$ cat config.mk
export PLATFORM = sky130hd
export DESIGN_NAME = pipe_stage_reg
export DESIGN_NICKNAME = d
export VERILOG_FILES = /design/src/rtl/pipe_pkg.sv /design/src/rtl/pipe_skid_buf.sv /design/src/rtl/pipe_stage_reg.sv
export SDC_FILE = /design/constraint.sdc
export NUM_CORES = 1
export LEC_CHECK = 0
export ABC_CLOCK_PERIOD_IN_PS = 2800
export BUFFER_PORTS_ARGS = -buffer_cell sky130_fd_sc_hd__buf_2
export CAP_MARGIN = 0
export CORE_AREA = 2 2 235 237
export DETAILED_ROUTE_END_ITERATION = 16
export DIE_AREA = 0 0 237 239
export GPL_TIMING_DRIVEN = 0
export PLACE_DENSITY_LB_ADDON = 0.05
export SLEW_MARGIN = 30
export SYNTH_ARGS = -nofsm -noshare
export SYNTH_HDL_FRONTEND = slang
export SYNTH_SLANG_ARGS = --single-unit
$ cat constraint.sdc
create_clock -name clk -period 2.8 [get_ports clk]
set_input_delay 0.14 -clock clk [delete_from_list [all_inputs] [get_ports clk]]
set_output_delay 0.14 -clock clk [all_outputs]
set_load 0.01 [all_outputs]
$ cat src/rtl/pipe_pkg.sv
// Shared control-field encodings and per-boundary NOP constants for the RV64 pipeline.
// Stage registers use the *_NOP_CTRL constants as their bubble encoding (RST_CTRL).
package pipe_pkg;

  typedef enum logic [1:0] {
    ALU_A_RS1  = 2'd0,
    ALU_A_PC   = 2'd1,
    ALU_A_ZERO = 2'd2
  } alu_vala_sel_e;

  typedef enum logic [1:0] {
    ALU_B_RS2  = 2'd0,
    ALU_B_IMM  = 2'd1,
    ALU_B_FOUR = 2'd2
  } alu_valb_sel_e;

  typedef enum logic [3:0] {
    ALU_ADD  = 4'd0,
    ALU_SUB  = 4'd1,
    ALU_AND  = 4'd2,
    ALU_OR   = 4'd3,
    ALU_XOR  = 4'd4,
    ALU_SLL  = 4'd5,
    ALU_SRL  = 4'd6,
    ALU_SRA  = 4'd7,
    ALU_SLT  = 4'd8,
    ALU_SLTU = 4'd9
  } alu_func_e;

  typedef enum logic [1:0] {
    WB_ALU = 2'd0,
    WB_MEM = 2'd1,
    WB_PC4 = 2'd2,
    WB_CSR = 2'd3
  } wb_vald_sel_e;

  localparam logic REG_WEN_OFF = 1'b0;
  localparam logic REG_WEN_ON  = 1'b1;

  // ID/EX: alu a/b/func, mem ren/wen/wmask, wb wen/rd/sel, jump, jalr
  localparam int ID_EX_CTRL_W  = 2 + 2 + 4 + 1 + 1 + 8 + 1 + 5 + 2 + 1 + 1;
  // EX/MEM: mem ren/wen/wmask, wb wen/rd/sel
  localparam int EX_MEM_CTRL_W = 1 + 1 + 8 + 1 + 5 + 2;
  // MEM/WB: wb wen/rd/sel
  localparam int MEM_WB_CTRL_W = 1 + 5 + 2;

  // A bubble must never write memory or the register file.
  localparam logic [ID_EX_CTRL_W-1:0] ID_EX_NOP_CTRL = {
    ALU_A_RS1, ALU_B_IMM, ALU_ADD, 1'b0, 1'b0, 8'h00,
    REG_WEN_OFF, 5'd0, WB_ALU, 1'b0, 1'b0
  };
  localparam logic [EX_MEM_CTRL_W-1:0] EX_MEM_NOP_CTRL = {
    1'b0, 1'b0, 8'h00, REG_WEN_OFF, 5'd0, WB_ALU
  };
  localparam logic [MEM_WB_CTRL_W-1:0] MEM_WB_NOP_CTRL = {
    REG_WEN_OFF, 5'd0, WB_ALU
  };

endpackage

$ cat src/rtl/pipe_skid_buf.sv
// Two-entry FIFO stage register (main + skid) with a registered in_ready_o, so no
// combinational path exists from out_ready_i to in_ready_o.
module pipe_skid_buf #(
  parameter int                DATA_W   = 256,
  parameter int                CTRL_W   = 24,
  parameter logic [CTRL_W-1:0] RST_CTRL = {CTRL_W{1'b0}}
) (
  input  logic              clk,
  input  logic              rst,
  input  logic              flush_i,
  input  logic              in_valid_i,
  output logic              in_ready_o,
  input  logic [CTRL_W-1:0] in_ctrl_i,
  input  logic [DATA_W-1:0] in_data_i,
  output logic              out_valid_o,
  input  logic              out_ready_i,
  output logic [CTRL_W-1:0] out_ctrl_o,
  output logic [DATA_W-1:0] out_data_o
);

  logic              main_valid_d, main_valid_q;
  logic [CTRL_W-1:0] main_ctrl_d, main_ctrl_q;
  logic [DATA_W-1:0] main_data_d, main_data_q;
  logic              skid_valid_d, skid_valid_q;
  logic [CTRL_W-1:0] skid_ctrl_d, skid_ctrl_q;
  logic [DATA_W-1:0] skid_data_d, skid_data_q;
  logic              acc, ret;

  assign in_ready_o  = !skid_valid_q;
  assign acc         = in_valid_i && !skid_valid_q;
  assign ret         = main_valid_q && out_ready_i;
  assign out_valid_o = main_valid_q;
  assign out_ctrl_o  = main_ctrl_q;
  assign out_data_o  = main_data_q;

  always_comb begin
    main_valid_d = main_valid_q;
    main_ctrl_d  = main_ctrl_q;
    main_data_d  = main_data_q;
    skid_valid_d = skid_valid_q;
    skid_ctrl_d  = skid_ctrl_q;
    skid_data_d  = skid_data_q;
    if (flush_i) begin
      main_valid_d = 1'b0;
      main_ctrl_d  = RST_CTRL;
      skid_valid_d = 1'b0;
    end else if (skid_valid_q) begin
      // Full: nothing is accepted; a retire promotes the skid entry.
      if (ret) begin
        main_valid_d = 1'b1;
        main_ctrl_d  = skid_ctrl_q;
        main_data_d  = skid_data_q;
        skid_valid_d = 1'b0;
      end
    end else if (acc) begin
      if (!main_valid_q || ret) begin
        main_valid_d = 1'b1;
        main_ctrl_d  = in_ctrl_i;
        main_data_d  = in_data_i;
      end else begin
        skid_valid_d = 1'b1;
        skid_ctrl_d  = in_ctrl_i;
        skid_data_d  = in_data_i;
      end
    end else if (ret) begin
      main_valid_d = 1'b0;
      main_ctrl_d  = RST_CTRL;
    end
  end

  always_ff @(posedge clk) begin
    if (rst) begin
      main_valid_q <= 1'b0;
      main_ctrl_q  <= RST_CTRL;
      main_data_q  <= '0;
      skid_valid_q <= 1'b0;
      skid_ctrl_q  <= RST_CTRL;
    end else begin
      main_valid_q <= main_valid_d;
      main_ctrl_q  <= main_ctrl_d;
      main_data_q  <= main_data_d;
      skid_valid_q <= skid_valid_d;
      skid_ctrl_q  <= skid_ctrl_d;
    end
  end

  always_ff @(posedge clk) begin
    skid_data_q <= skid_data_d;
  end

endmodule

$ cat src/rtl/pipe_stage_reg.sv
// Generic valid/ready pipeline stage register with bubble-safe control and a
// saturating stall counter. Define PIPE_STAGE_SKID_EN for the two-entry skid variant.
module pipe_stage_reg
  import pipe_pkg::*;
#(
  parameter int                DATA_W   = 256,
  parameter int                CTRL_W   = 24,
  parameter logic [CTRL_W-1:0] RST_CTRL = {CTRL_W{1'b0}},
  parameter int                CNT_W    = 32
) (
  input  logic              clk,
  input  logic              rst,
  input  logic              flush_i,
  input  logic              in_valid_i,
  output logic              in_ready_o,
  input  logic [CTRL_W-1:0] in_ctrl_i,
  input  logic [DATA_W-1:0] in_data_i,
  output logic              out_valid_o,
  input  logic              out_ready_i,
  output logic [CTRL_W-1:0] out_ctrl_o,
  output logic [DATA_W-1:0] out_data_o,
  output logic [CNT_W-1:0]  stall_cnt_o
);

  function automatic logic [CNT_W-1:0] sat_inc(input logic [CNT_W-1:0] v);
    sat_inc = (&v) ? v : v + CNT_W'(1);
  endfunction

`ifdef PIPE_STAGE_SKID_EN
  pipe_skid_buf #(
    .DATA_W   (DATA_W),
    .CTRL_W   (CTRL_W),
    .RST_CTRL (RST_CTRL)
  ) u_skid (
    .clk         (clk),
    .rst         (rst),
    .flush_i     (flush_i),
    .in_valid_i  (in_valid_i),
    .in_ready_o  (in_ready_o),
    .in_ctrl_i   (in_ctrl_i),
    .in_data_i   (in_data_i),
    .out_valid_o (out_valid_o),
    .out_ready_i (out_ready_i),
    .out_ctrl_o  (out_ctrl_o),
    .out_data_o  (out_data_o)
  );
`else
  logic              valid_d, valid_q;
  logic [CTRL_W-1:0] ctrl_d, ctrl_q;
  logic [DATA_W-1:0] data_d, data_q;
  logic              acc, ret;

  assign in_ready_o  = !valid_q || out_ready_i;
  assign acc         = in_valid_i && in_ready_o;
  assign ret         = valid_q && out_ready_i;
  assign out_valid_o = valid_q;
  assign out_ctrl_o  = ctrl_q;
  assign out_data_o  = data_q;

  always_comb begin
    valid_d = valid_q;
    ctrl_d  = ctrl_q;
    data_d  = data_q;
    if (flush_i) begin
      valid_d = 1'b0;
      ctrl_d  = RST_CTRL;
    end else if (acc) begin
      valid_d = 1'b1;
      ctrl_d  = in_ctrl_i;
      data_d  = in_data_i;
    end else if (ret) begin
      valid_d = 1'b0;
      ctrl_d  = RST_CTRL;
    end
  end

  always_ff @(posedge clk) begin
    if (rst) begin
      valid_q <= 1'b0;
      ctrl_q  <= RST_CTRL;
      data_q  <= '0;
    end else begin
      valid_q <= valid_d;
      ctrl_q  <= ctrl_d;
      data_q  <= data_d;
    end
  end
`endif

  // Stall counter: counts cycles the downstream refuses a presented entry.
  logic [CNT_W-1:0] stall_cnt_d, stall_cnt_q;

  always_comb begin
    stall_cnt_d = stall_cnt_q;
    if (out_valid_o && !out_ready_i) stall_cnt_d = sat_inc(stall_cnt_q);
  end

  always_ff @(posedge clk) begin
    if (rst) stall_cnt_q <= '0;
    else     stall_cnt_q <= stall_cnt_d;
  end

  assign stall_cnt_o = stall_cnt_q;

endmodule

# After elaboration in Yosys (flattened, before gate mapping)
# Index checks and enable logic that the tools add are counted.
[op_classes]
addsub = 1
muxes = 4
n_bitwise = 2
reduce_logical = 11
[op_table]
columns = ["cell", "n"]
rows = [
  ["two-way mux 24 bit", 2],
  ["adder 32 x 1 -> 32 bit (second input constant)", 1],
  ["AND reduction 32 bit", 1],
  ["AND reduction 2 bit", 2],
  ["logical AND 1 bit", 3],
  ["logical NOT 1 bit", 2],
  ["two-way mux 1 bit", 2],
  ["inverter 1 bit", 2],
  ["nonzero test 2 bit", 1],
  ["OR reduction 2 bit", 1],
  ["logical OR 1 bit", 1],
]
[word_totals]
ff_bits = 313
in_bits = 285
wordCells = 22

# Depth between registers and ports, before layout
# Gate-level depths: netlist (run 1).
[depth]
depth_word = 4
ltp_mapped = 11
ltp_nobuf = 6

# Worst setup path after synthesis (run 1)
# Ideal clock, no wire load.
[synth_path]
path_kind = "register to register"
from = "reg stall_cnt_q[4], in the netlist stall_cnt_o[4]"
to = "reg stall_cnt_q[15], in the netlist stall_cnt_o[15]"
setup_time_ns = 0.121
arrival_time_ns = 1.899
t_required_ns = 2.679
path_slack_ns = 0.781
path_stages_with_launch = 7
path_buffers = 1
synth_period_minus_slack_ns = 2.019
path_cell_list = "dfxtp_1 -> nand4_1 -> or2_1 -> or2_2 -> buf_2 -> nor4_1 -> mux2_2"
[synth_via]
elab_chain_len = 3
[synth_rtl]
columns = ["item", "line", "rtl"]
rows = [
  ["from (decl)", "pipe_stage_reg.sv:91", "logic [CNT_W-1:0] stall_cnt_d, stall_cnt_q;"],
  ["from (signal assigned)", "pipe_stage_reg.sv:100", "else stall_cnt_q <= stall_cnt_d;"],
  ["parallel branches: the longest is 3 deep, another holds adder 32 x 1 -> 32 bit", "n/a", ""],
]
# Several ways; the timed one is not identified.
# A chain may end at the register's enable or synchronous reset.

# Worst setup path in the final report (run 1)
[layout_path]
from = "reg valid_q, in the netlist out_valid_o"
to = "reg data_q[156], in the netlist out_data_o[156]"
[layout_via]
elab_chain_len = 4
[layout_rtl]
columns = ["item", "line", "rtl"]
rows = [
  ["from (decl)", "pipe_stage_reg.sv:48", "logic valid_d, valid_q;"],
  ["from (signal assigned)", "pipe_stage_reg.sv:83", "valid_q <= valid_d;"],
  ["logical NOT 1 bit", "pipe_stage_reg.sv:53", "assign in_ready_o = !valid_q || out_ready_i;"],
  ["logical OR 1 bit", "pipe_stage_reg.sv:53", ""],
  ["logical AND 1 bit", "pipe_stage_reg.sv:54", "assign acc = in_valid_i && in_ready_o;"],
  ["AND reduction 2 bit (no line)", "n/a", ""],
  ["to (signal assigned)", "pipe_stage_reg.sv:85", "data_q <= data_d;"],
  ["to (decl)", "pipe_stage_reg.sv:50", "logic [DATA_W-1:0] data_d, data_q;"],
]
# No other way between the ends.

==> results_tabular.tex, run 1 <==
\begin{tabular}{lr}
\hline
Metric & Value \\
\hline
\multicolumn{2}{l}{\textbf{Critical path}} \\
\quad Critical path type & reg -> reg \\
\quad Crit path max-delay cell type & sky130\_fd\_sc\_hd\_\_buf\_1 \\
\quad Startpoint Class & register \\
\quad Critical Path End Type & register \\
\quad CP required & 3.29 ns \\
\quad Crit path top cell by count & sky130\_fd\_sc\_hd\_\_buf\_2 \\
\quad Kind of cell adding the most delay to the critical path & buffers and inverters \\
\quad Longest individual stage delay on the worst path & 0.42 ns \\
\quad Highest fanout seen on the critical path & 10 \\
\quad Series of cell instances along the critical path & nor2b\_1, buf\_2, inv\_2, and2\_1, nand2b\_1, buf\_2, buf\_1, nand2\_1, a21oi\_1 \\
\quad Critical path buffers and inverters & 4 \\
\quad Endpoint arrival time on the critical path & 2.98 ns \\
\multicolumn{2}{l}{\textbf{Synthesis}} \\
\quad Biggest area contributors in the synthesized netlist & sky130\_fd\_sc\_hd\_\_dfxtp\_1, sky130\_fd\_sc\_hd\_\_nand2\_1, sky130\_fd\_sc\_hd\_\_a21oi\_1 \\
\quad Proportion of synthesized flip-flops having asynchronous set or reset & 0\% \\
\quad Synth Register Bits & 313 \\
\quad Largest area contributor in the synthesized netlist & sky130\_fd\_sc\_hd\_\_dfxtp\_1 \\
\quad Nets in the synthesized netlist & 1687 \\
\quad Mean instance size in the synthesized netlist & 7.99 um\^{}2 \\
\quad Netlist area before placement & 0.0112 mm\^{}2 \\
\quad Synth Warn \# & 0 \\
\quad Sequential-to-total area share from yosys stat & 55.9\% \\
\quad Number of cells produced by synthesis & 1401 \\
\quad Proportion of netlist area held by the largest area contributor & 55.9\% \\
\quad Number of synthesized flops with an enable pin & 0 \\
\quad Most used DFF post-synth & sky130\_fd\_sc\_hd\_\_dfxtp\_1 \\
\quad Post-synthesis cell type count & 38 \\
\multicolumn{2}{l}{\textbf{STA}} \\
\quad Share of the cycle needed by the critical path after routing & 89.0\% \\
\quad Final hold slack & 0.0474 ns \\
\quad Clock period minus worst slack & 2.49 ns \\
\quad Setup violators final & 0 \\
\quad Actual slew at the worst max-slew pin & 0.781 ns \\
\quad Final-report max-slew violation count & 0 \\
\quad Worst slew margin relative to its limit & 47.9\% \\
\quad Sum of negative setup slack & 0 ns \\
\quad Fin. Hold Viols & 0 \\
\quad Worst path setup slack after routing & 0.308 ns \\
\quad Final Skew & 0.0147 ns \\
\quad Setup repair after global routing missed its margin & true \\
\quad Maximum operating frequency & 401 MHz \\
\multicolumn{2}{l}{\textbf{CTS}} \\
\quad Clock Path Buffers & 3 \\
\quad Clock tree root driver cell & sky130\_fd\_sc\_hd\_\_clkbuf\_16 \\
\quad H-tree Lvls & 2 \\
\quad CTS Buf Count & 41 \\
\quad \# clock sinks & 313 \\
\quad Post-CTS Repair Setup Buffers & 0 \\
\quad CTS tree & built \\
\quad Reg clk slew, reported paths & 0.06 ns \\
\quad Worst-Skew Late Latency & 0.55 ns \\
\multicolumn{2}{l}{\textbf{Power}} \\
\quad Peak VDD IR & 0.000364 V \\
\quad Relative contribution of combinational cells to total power & 12.3\% \\
\quad Switching part of the total & 25.4\% \\
\quad Pint & 8.43 mW \\
\quad Clock group share of total power & 45.9\% \\
\quad Power dissipated by switching net loads & 2.87 mW \\
\quad Static leakage & 8.58 nW \\
\quad Power density over the cells & 588 mW/mm\^{}2 \\
\quad Power share of the sequential group & 41.8\% \\
\multicolumn{2}{l}{\textbf{Placement}} \\
\quad Quantity of I/O buffers inserted on ports & 598 \\
\quad Weighted congestion at the end of routability-driven global placement & 0.777 \\
\quad Final HPWL DP & 39600 um \\
\quad Worst slack at placement & -0.0260 ns \\
\multicolumn{2}{l}{\textbf{Global route}} \\
\quad Global-route wire length before repair & 77500 um \\
\quad Remaining Overflow, GRT & 0 \\
\quad Maximum number of pins on one net before global-route repair & 12 \\
\quad Number of antenna violations at the first check in global routing & 6 \\
\quad Via count of the first global-routing pass & 13000 \\
\quad Total routing usage reported by global routing & 17.8\% \\
\multicolumn{2}{l}{\textbf{Routing}} \\
\quad Detailed Route Iter0 Violations & 398 \\
\quad Number of remaining DRC errors & 0 \\
\quad DRT antenna net count & 0 \\
\quad Routed wire per std cell & 17.2 um \\
\quad Detailed-route wire length & 52600 um \\
\quad Routed vias/inst & 4.23 \\
\quad Overall via count from detail\_route & 12900 \\
\quad Pre-Repair DR Iteration Count & 5 \\
\multicolumn{2}{l}{\textbf{Finish}} \\
\quad Area growth syn-to-layout & 71.6\% \\
\quad Number of nets in the final layout & 2608 \\
\quad Share of post-route cells with drive strength above 1 & 30.8\% \\
\quad Commonest non-fill, non-tap cells in the layout & sky130\_fd\_sc\_hd\_\_buf\_2, sky130\_fd\_sc\_hd\_\_nand2\_1, sky130\_fd\_sc\_hd\_\_dfxtp\_1 \\
\quad Util after Layout & 35.4\% \\
\quad Leading cell type in the layout, fill and taps excluded & sky130\_fd\_sc\_hd\_\_buf\_2 \\
\multicolumn{2}{l}{\textbf{Worst hold path}} \\
\quad Tightest Hold Check Type & in -> reg \\
\multicolumn{2}{l}{\textbf{Run}} \\
\quad Count of maximum capacitance violations & 0 \\
\multicolumn{2}{l}{\textbf{Outcome}} \\
\quad Status & finished clean \\
\multicolumn{2}{l}{\textbf{Die}} \\
\quad Number of placement rows & 86 \\
\quad Initial core utilization & 20.6\% \\
\quad Die outline height & 239 um \\
\quad Horizontal extent of the die & 237 um \\
\quad Floorplan die area & 0.0566 mm\^{}2 \\
\quad I/O pin total & 599 \\
\quad Core region area & 0.0543 mm\^{}2 \\
\hline
\end{tabular}
worst register-to-register path, stage by stage, from the launching register on:
cell and delay [ns]:
sky130_fd_sc_hd__dfxtp_1 0.36, sky130_fd_sc_hd__nor2b_1 0.13, sky130_fd_sc_hd__buf_2 0.20, sky130_fd_sc_hd__inv_2 0.08, sky130_fd_sc_hd__and2_1 0.27, sky130_fd_sc_hd__nand2b_1 0.31
sky130_fd_sc_hd__buf_2 0.37, sky130_fd_sc_hd__buf_1 0.42, sky130_fd_sc_hd__nand2_1 0.11, sky130_fd_sc_hd__a21oi_1 0.16
power groups by stage:
stage | sequential (mW) | clock (mW) | combinational [mW]
after floorplan | 4.91 | 0 | 0.390
after global placement | 4.82 | 0 | 1.08
after detailed placement | 4.82 | 0 | 1.08
after CTS | 4.73 | 5.42 | 1.42
after global routing | 4.75 | 5.58 | 1.53
final | 4.73 | 5.19 | 1.39
stage by stage:
stage	cell area, um^2	power, mW	instances
finish	19200	11.3	3056
global route	19200	11.9	3056
CTS	19200	11.6	3054
detailed placement	15100	5.90	2703
global placement	15100	5.90	2703
floorplan	11200	5.30	1401
cell type report:
type / count / area, um^2
fill: 5867 / 35100
sequential: 313 / 6270
timing repair buffer: 879 / 5810
multi-input combinational: 980 / 4480
clock buffer: 60 / 1190
tap: 704 / 881
buffer: 103 / 465
clock inverter: 10 / 109
inverter: 4 / 15.0
antenna: 3 / 7.51
routing by layer:
| layer | up-vias | track usage [%] | share of wire (%) |
|---|---|---|---|
| met5 | - | 0 | 0.074 |
| met4 | 6 | 5.91 | 2.5 |
| met3 | 70 | 6.14 | 8.2 |
| met2 | 407 | 31.3 | 49 |
| met1 | 5955 | 20.2 | 40 |
| li1 | 6488 | - | - |
repair_timing:
item,CTS,global route
gates resized for setup,2,35
endpoints found under the setup margin,23,240
hold buffers,281,0
endpoints found under the hold margin,281,0
synth_stat cells (2+ instances only):
master,instances
sky130_fd_sc_hd__clkbuf_1,63
sky130_fd_sc_hd__or3_1,15
sky130_fd_sc_hd__or4_1,10
sky130_fd_sc_hd__or2_2,3
sky130_fd_sc_hd__inv_1,3
sky130_fd_sc_hd__and4_1,3
sky130_fd_sc_hd__o21ai_0,15
sky130_fd_sc_hd__buf_1,5
sky130_fd_sc_hd__o31ai_1,10
sky130_fd_sc_hd__dfxtp_1,313
sky130_fd_sc_hd__nand4_1,7
sky130_fd_sc_hd__nor2b_1,8
sky130_fd_sc_hd__nand2_1,524
sky130_fd_sc_hd__nand3_1,12
sky130_fd_sc_hd__and3_1,4
sky130_fd_sc_hd__a21oi_1,282
sky130_fd_sc_hd__buf_2,35
sky130_fd_sc_hd__and2_1,2
sky130_fd_sc_hd__nor4_1,6
sky130_fd_sc_hd__mux2_2,6
sky130_fd_sc_hd__nor2_1,35
sky130_fd_sc_hd__a22oi_1,24
state kept, by name, indices dropped and copies added, names as in the netlist:
signal / flops
out_valid_o: 1
out_ctrl_o: 24
out_data_o: 256
stall_cnt_o: 32
logic make-up after synthesis:
group	after synthesis	share of synthesized area, %
DFF	313	55.9
muxes	7	0.693
adders and majority gates	1	0.112
AOI/OAI and AO/OA	334	15.8
buffers and inverters	108	4.08
and+or+nand+nor	638	23.4
final timing paths:
kind	to	from	slack, ns	depth (start not counted)
setup / recovery	out_data_o[156]	out_valid_o	0.31	9
hold / removal	stall_cnt_o[15]	rst	0.05	3
setup reg to reg	out_data_o[156]	out_valid_o	0.31	9
hold reg to reg	out_data_o[19]	out_data_o[19]	0.45	2
Power figures use the tool's default switching activity.
==> run 2: changes to the inputs <==
==> constraint.sdc (replaced) <==
create_clock -name clk -period 2.8 [get_ports clk]
set_input_delay 0.56 -clock clk [delete_from_list [all_inputs] [get_ports clk]]
set_output_delay 0.56 -clock clk [all_outputs]
set_load 0.01 [all_outputs]
==> run 2 against run 1 <==
Critical path depth unchanged. Sequential power is essentially flat. Routed wire length decreased by 2.2%. Via count down 8.2%. Clock skew about the same. Largest power group unchanged.
==> results_tabular.tex, run 2 (synthesized netlist as in run 1, its figures left out) <==
\begin{tabular}{lr}
\hline
Metric & Value \\
\hline
\multicolumn{2}{l}{\textbf{Outcome}} \\
\quad Status & finished clean (unchanged) \\
\multicolumn{2}{l}{\textbf{STA}} \\
\quad Final Skew & 0.0147 ns (about the same) \\
\quad Fin. Hold Viols & 0 (unchanged) \\
\quad Final hold slack & 0.237 ns (was 0.0474 ns) \\
\quad Maximum operating frequency & 398 MHz (was 401 MHz) \\
\quad Setup repair after global routing missed its margin & false (was true) \\
\quad Worst slew margin relative to its limit & 48.0\% (was 47.9\%) \\
\quad Final-report max-slew violation count & 0 (unchanged) \\
\quad Share of the cycle needed by the critical path after routing & 89.7\% (was 89.0\%) \\
\quad Clock period minus worst slack & 2.51 ns (was 2.49 ns) \\
\quad Setup violators final & 0 (unchanged) \\
\quad Actual slew at the worst max-slew pin & 0.780 ns (was 0.781 ns) \\
\multicolumn{2}{l}{\textbf{CTS}} \\
\quad Post-CTS Repair Setup Buffers & 0 (unchanged) \\
\quad Reg clk slew, reported paths & 0.06 ns (about the same) \\
\quad Clock tree root driver cell & sky130\_fd\_sc\_hd\_\_clkbuf\_16 (unchanged) \\
\quad Clock Path Buffers & 3 (unchanged) \\
\quad CTS Buf Count & 41 (unchanged) \\
\quad \# clock sinks & 313 (unchanged) \\
\quad Worst-Skew Late Latency & 0.55 ns (about the same) \\
\quad CTS tree & built (unchanged) \\
\quad H-tree Lvls & 2 (unchanged) \\
\multicolumn{2}{l}{\textbf{Critical path}} \\
\quad R2R Setup Slk & 0.29 ns (was 0.31 ns) \\
\quad Crit path max-delay cell type & sky130\_fd\_sc\_hd\_\_clkbuf\_1 (was sky130\_fd\_sc\_hd\_\_buf\_1) \\
\quad Startpoint Class & register (unchanged) \\
\quad CP required & 3.28 ns (was 3.29 ns) \\
\quad Kind of cell adding the most delay to the critical path & buffers and inverters (unchanged) \\
\quad Critical Path End Type & register (unchanged) \\
\quad Critical path buffers and inverters & 4 (unchanged) \\
\quad Critical register-to-register path endpoint & out\_data\_o[156] (unchanged) \\
\quad R2R depth & 9 (unchanged) \\
\quad Series of cell instances along the critical path & nor2b\_1, buf\_2, inv\_2, and2\_1, nand2b\_1, buf\_2, clkbuf\_1, nand2\_1, a21oi\_1 (was nor2b\_1, buf\_2, inv\_2, and2\_1, nand2b\_1, buf\_2, buf\_1, nand2\_1, a21oi\_1) \\
\quad Endpoint arrival time on the critical path & 2.99 ns (was 2.98 ns) \\
\quad Longest individual stage delay on the worst path & 0.43 ns (was 0.42 ns) \\
\quad Crit path top cell by count & sky130\_fd\_sc\_hd\_\_buf\_2 (unchanged) \\
\quad Reg2Reg Launch Point & out\_valid\_o (unchanged) \\
\quad Highest fanout seen on the critical path & 10 (unchanged) \\
\quad Critical path type & reg -> reg (unchanged) \\
\quad Cell count along the critical path & 9 (unchanged) \\
\multicolumn{2}{l}{\textbf{Finish}} \\
\quad Area growth syn-to-layout & 46.6\% (was 71.6\%) \\
\quad Filler cells & 6030 (was 5867) \\
\quad Leading cell type in the layout, fill and taps excluded & sky130\_fd\_sc\_hd\_\_buf\_2 (unchanged) \\
\quad Commonest non-fill, non-tap cells in the layout & sky130\_fd\_sc\_hd\_\_buf\_2, sky130\_fd\_sc\_hd\_\_nand2\_1, sky130\_fd\_sc\_hd\_\_dfxtp\_1 (unchanged) \\
\quad Max FFs per register & 256 (unchanged) \\
\quad Share of post-route cells with drive strength above 1 & 35.0\% (was 30.8\%) \\
\quad Number of nets in the final layout & 2327 (was 2608) \\
\quad Non-Filler Instances & 2780 (was 3056) \\
\multicolumn{2}{l}{\textbf{Routing}} \\
\quad Met3 routed wirelength & 4890 um (was 4290 um) \\
\quad Overall via count from detail\_route & 11900 (was 12900) \\
\quad Detailed Route Iter0 Violations & 393 (was 398) \\
\quad Routed length on met2 & 25400 um (was 25800 um) \\
\quad Highest metal layer with signal wires & met5 (unchanged) \\
\quad Met1 wire length & 20100 um (was 21200 um) \\
\quad Pre-Repair DR Iteration Count & 7 (was 5) \\
\quad DRT antenna net count & 0 (unchanged) \\
\quad Number of remaining DRC errors & 0 (unchanged) \\
\quad Routed vias/inst & 4.27 (was 4.23) \\
\quad Routed wire per std cell & 18.5 um (was 17.2 um) \\
\quad Detailed-route wire length & 51500 um (was 52600 um) \\
\multicolumn{2}{l}{\textbf{Placement}} \\
\quad Final HPWL DP & 39600 um (unchanged) \\
\quad Quantity of I/O buffers inserted on ports & 598 (unchanged) \\
\quad \# placed instances & 2703 (unchanged) \\
\quad Weighted congestion at the end of routability-driven global placement & 0.777 (unchanged) \\
\multicolumn{2}{l}{\textbf{Die}} \\
\quad Core region area & 0.0543 mm\^{}2 (unchanged) \\
\quad I/O pin total & 599 (unchanged) \\
\quad Floorplan die area & 0.0566 mm\^{}2 (unchanged) \\
\quad Die outline height & 239 um (unchanged) \\
\quad Initial core utilization & 20.6\% (unchanged) \\
\quad Number of placement rows & 86 (unchanged) \\
\quad Horizontal extent of the die & 237 um (unchanged) \\
\multicolumn{2}{l}{\textbf{Global route}} \\
\quad Via count of the first global-routing pass & 11700 (was 13000) \\
\quad Global-route wire length before repair & 74400 um (was 77500 um) \\
\quad Remaining Overflow, GRT & 0 (unchanged) \\
\quad Total routing usage reported by global routing & 17.4\% (was 17.8\%) \\
\quad Number of antenna violations at the first check in global routing & 17 (was 6) \\
\quad Maximum number of pins on one net before global-route repair & 12 (unchanged) \\
\multicolumn{2}{l}{\textbf{Worst hold path}} \\
\quad Hold path endpoint & out\_data\_o[206] (was stall\_cnt\_o[15]) \\
\quad Hold Crit Start & in\_data\_i[206] (was rst) \\
\quad Tightest Hold Check Type & in -> reg (unchanged) \\
\quad Worst hold path cell count & 3 (unchanged) \\
\multicolumn{2}{l}{\textbf{Power}} \\
\quad Peak VDD IR & 0.000361 V (was 0.000364 V) \\
\quad Static leakage & 7.41 nW (was 8.58 nW) \\
\quad Power density over the cells & 669 mW/mm\^{}2 (was 588 mW/mm\^{}2) \\
\multicolumn{2}{l}{\textbf{Run}} \\
\quad Count of maximum capacitance violations & 0 (unchanged) \\
\hline
\end{tabular}
run 2: cell types whose count changed in the layout (fill, tap and decap cells not counted), sizes merged:
cell         change
diode            +5
dlygate4sd3    -281
run 2: power breakdown:
| part | total [mW] | internal (mW) | switching (mW) |
|---|---|---|---|
| Sequential | 4.73 | 4.64 | 0.0886 |
| Combinational | 1.06 | 0.421 | 0.636 |
| Clock | 5.19 | 3.12 | 2.08 |
| Total | 11.0 | 8.18 | 2.80 |
run 2: worst register-to-register path, cell delays in order, from the launching register on:
cell and delay (ns):
sky130_fd_sc_hd__dfxtp_1 0.36, sky130_fd_sc_hd__nor2b_1 0.13, sky130_fd_sc_hd__buf_2 0.20, sky130_fd_sc_hd__inv_2 0.08, sky130_fd_sc_hd__and2_1 0.27, sky130_fd_sc_hd__nand2b_1 0.31
sky130_fd_sc_hd__buf_2 0.37, sky130_fd_sc_hd__clkbuf_1 0.44, sky130_fd_sc_hd__nand2_1 0.11, sky130_fd_sc_hd__a21oi_1 0.17
run 2: cell type report:
| class | instances | area (um^2) | share of cell area [%] |
|---|---|---|---|
| Antenna cell | 8 | 20.0 | 0.122 |
| Buffer | 103 | 465 | 2.84 |
| Clock buffer | 60 | 1190 | 7.25 |
| Clock inverter | 10 | 109 | 0.663 |
| Inverter | 4 | 15.0 | 0.0915 |
| Multi-Input combinational cell | 980 | 4480 | 27.3 |
| Sequential cell | 313 | 6270 | 38.2 |
| Tap cell | 704 | 881 | 5.37 |
| Timing Repair Buffer | 598 | 2990 | 18.2 |
run 2: worst max path at each step:
stage	startpoint	slack, ns	endpoint
5_1_grt	out_valid_o	0.002	out_data_o[157]
6_report	out_valid_o	0.29	out_data_o[156]
2_1_floorplan	out_ready_i	0.78	out_data_o[215]
3_3_place_gp	out_ready_i	-0.23	out_data_o[69]
4_1_cts	out_valid_o	0.02	out_data_o[69]
3_5_place_dp	out_ready_i	-0.27	out_data_o[135]
run 2: what timing repair did:
action / 4_1_cts / 5_1_grt
resized for setup: 2 / 35
hold buffers: 0 / 0
endpoints found under the setup margin: 23 / 240
run 2: layer usage:
metal / vias up / GRT usage [%]
li1: 5946 / -
met1: 5441 / 19.1
met2: 395 / 30.8
met3: 65 / 7.31
met4: 16 / 4.89
met5: - / 0
run 2: through the flow:
step | total power [mW] | util, % | setup WS, ns | TNS (ns) | instance area (um^2)
floorplan | 5.30 | - | 0.780 | 0 | 11200
global placement | 5.90 | 27.7 | -0.230 | -29.09 | 15100
detailed placement | 5.90 | 27.7 | -0.271 | -40.90 | 15100
CTS | 11.2 | 30.1 | 0.0183 | 0 | 16400
global route | 11.5 | 30.2 | 0.00152 | 0 | 16400
finish | 11.0 | 30.2 | 0.289 | 0 | 16400
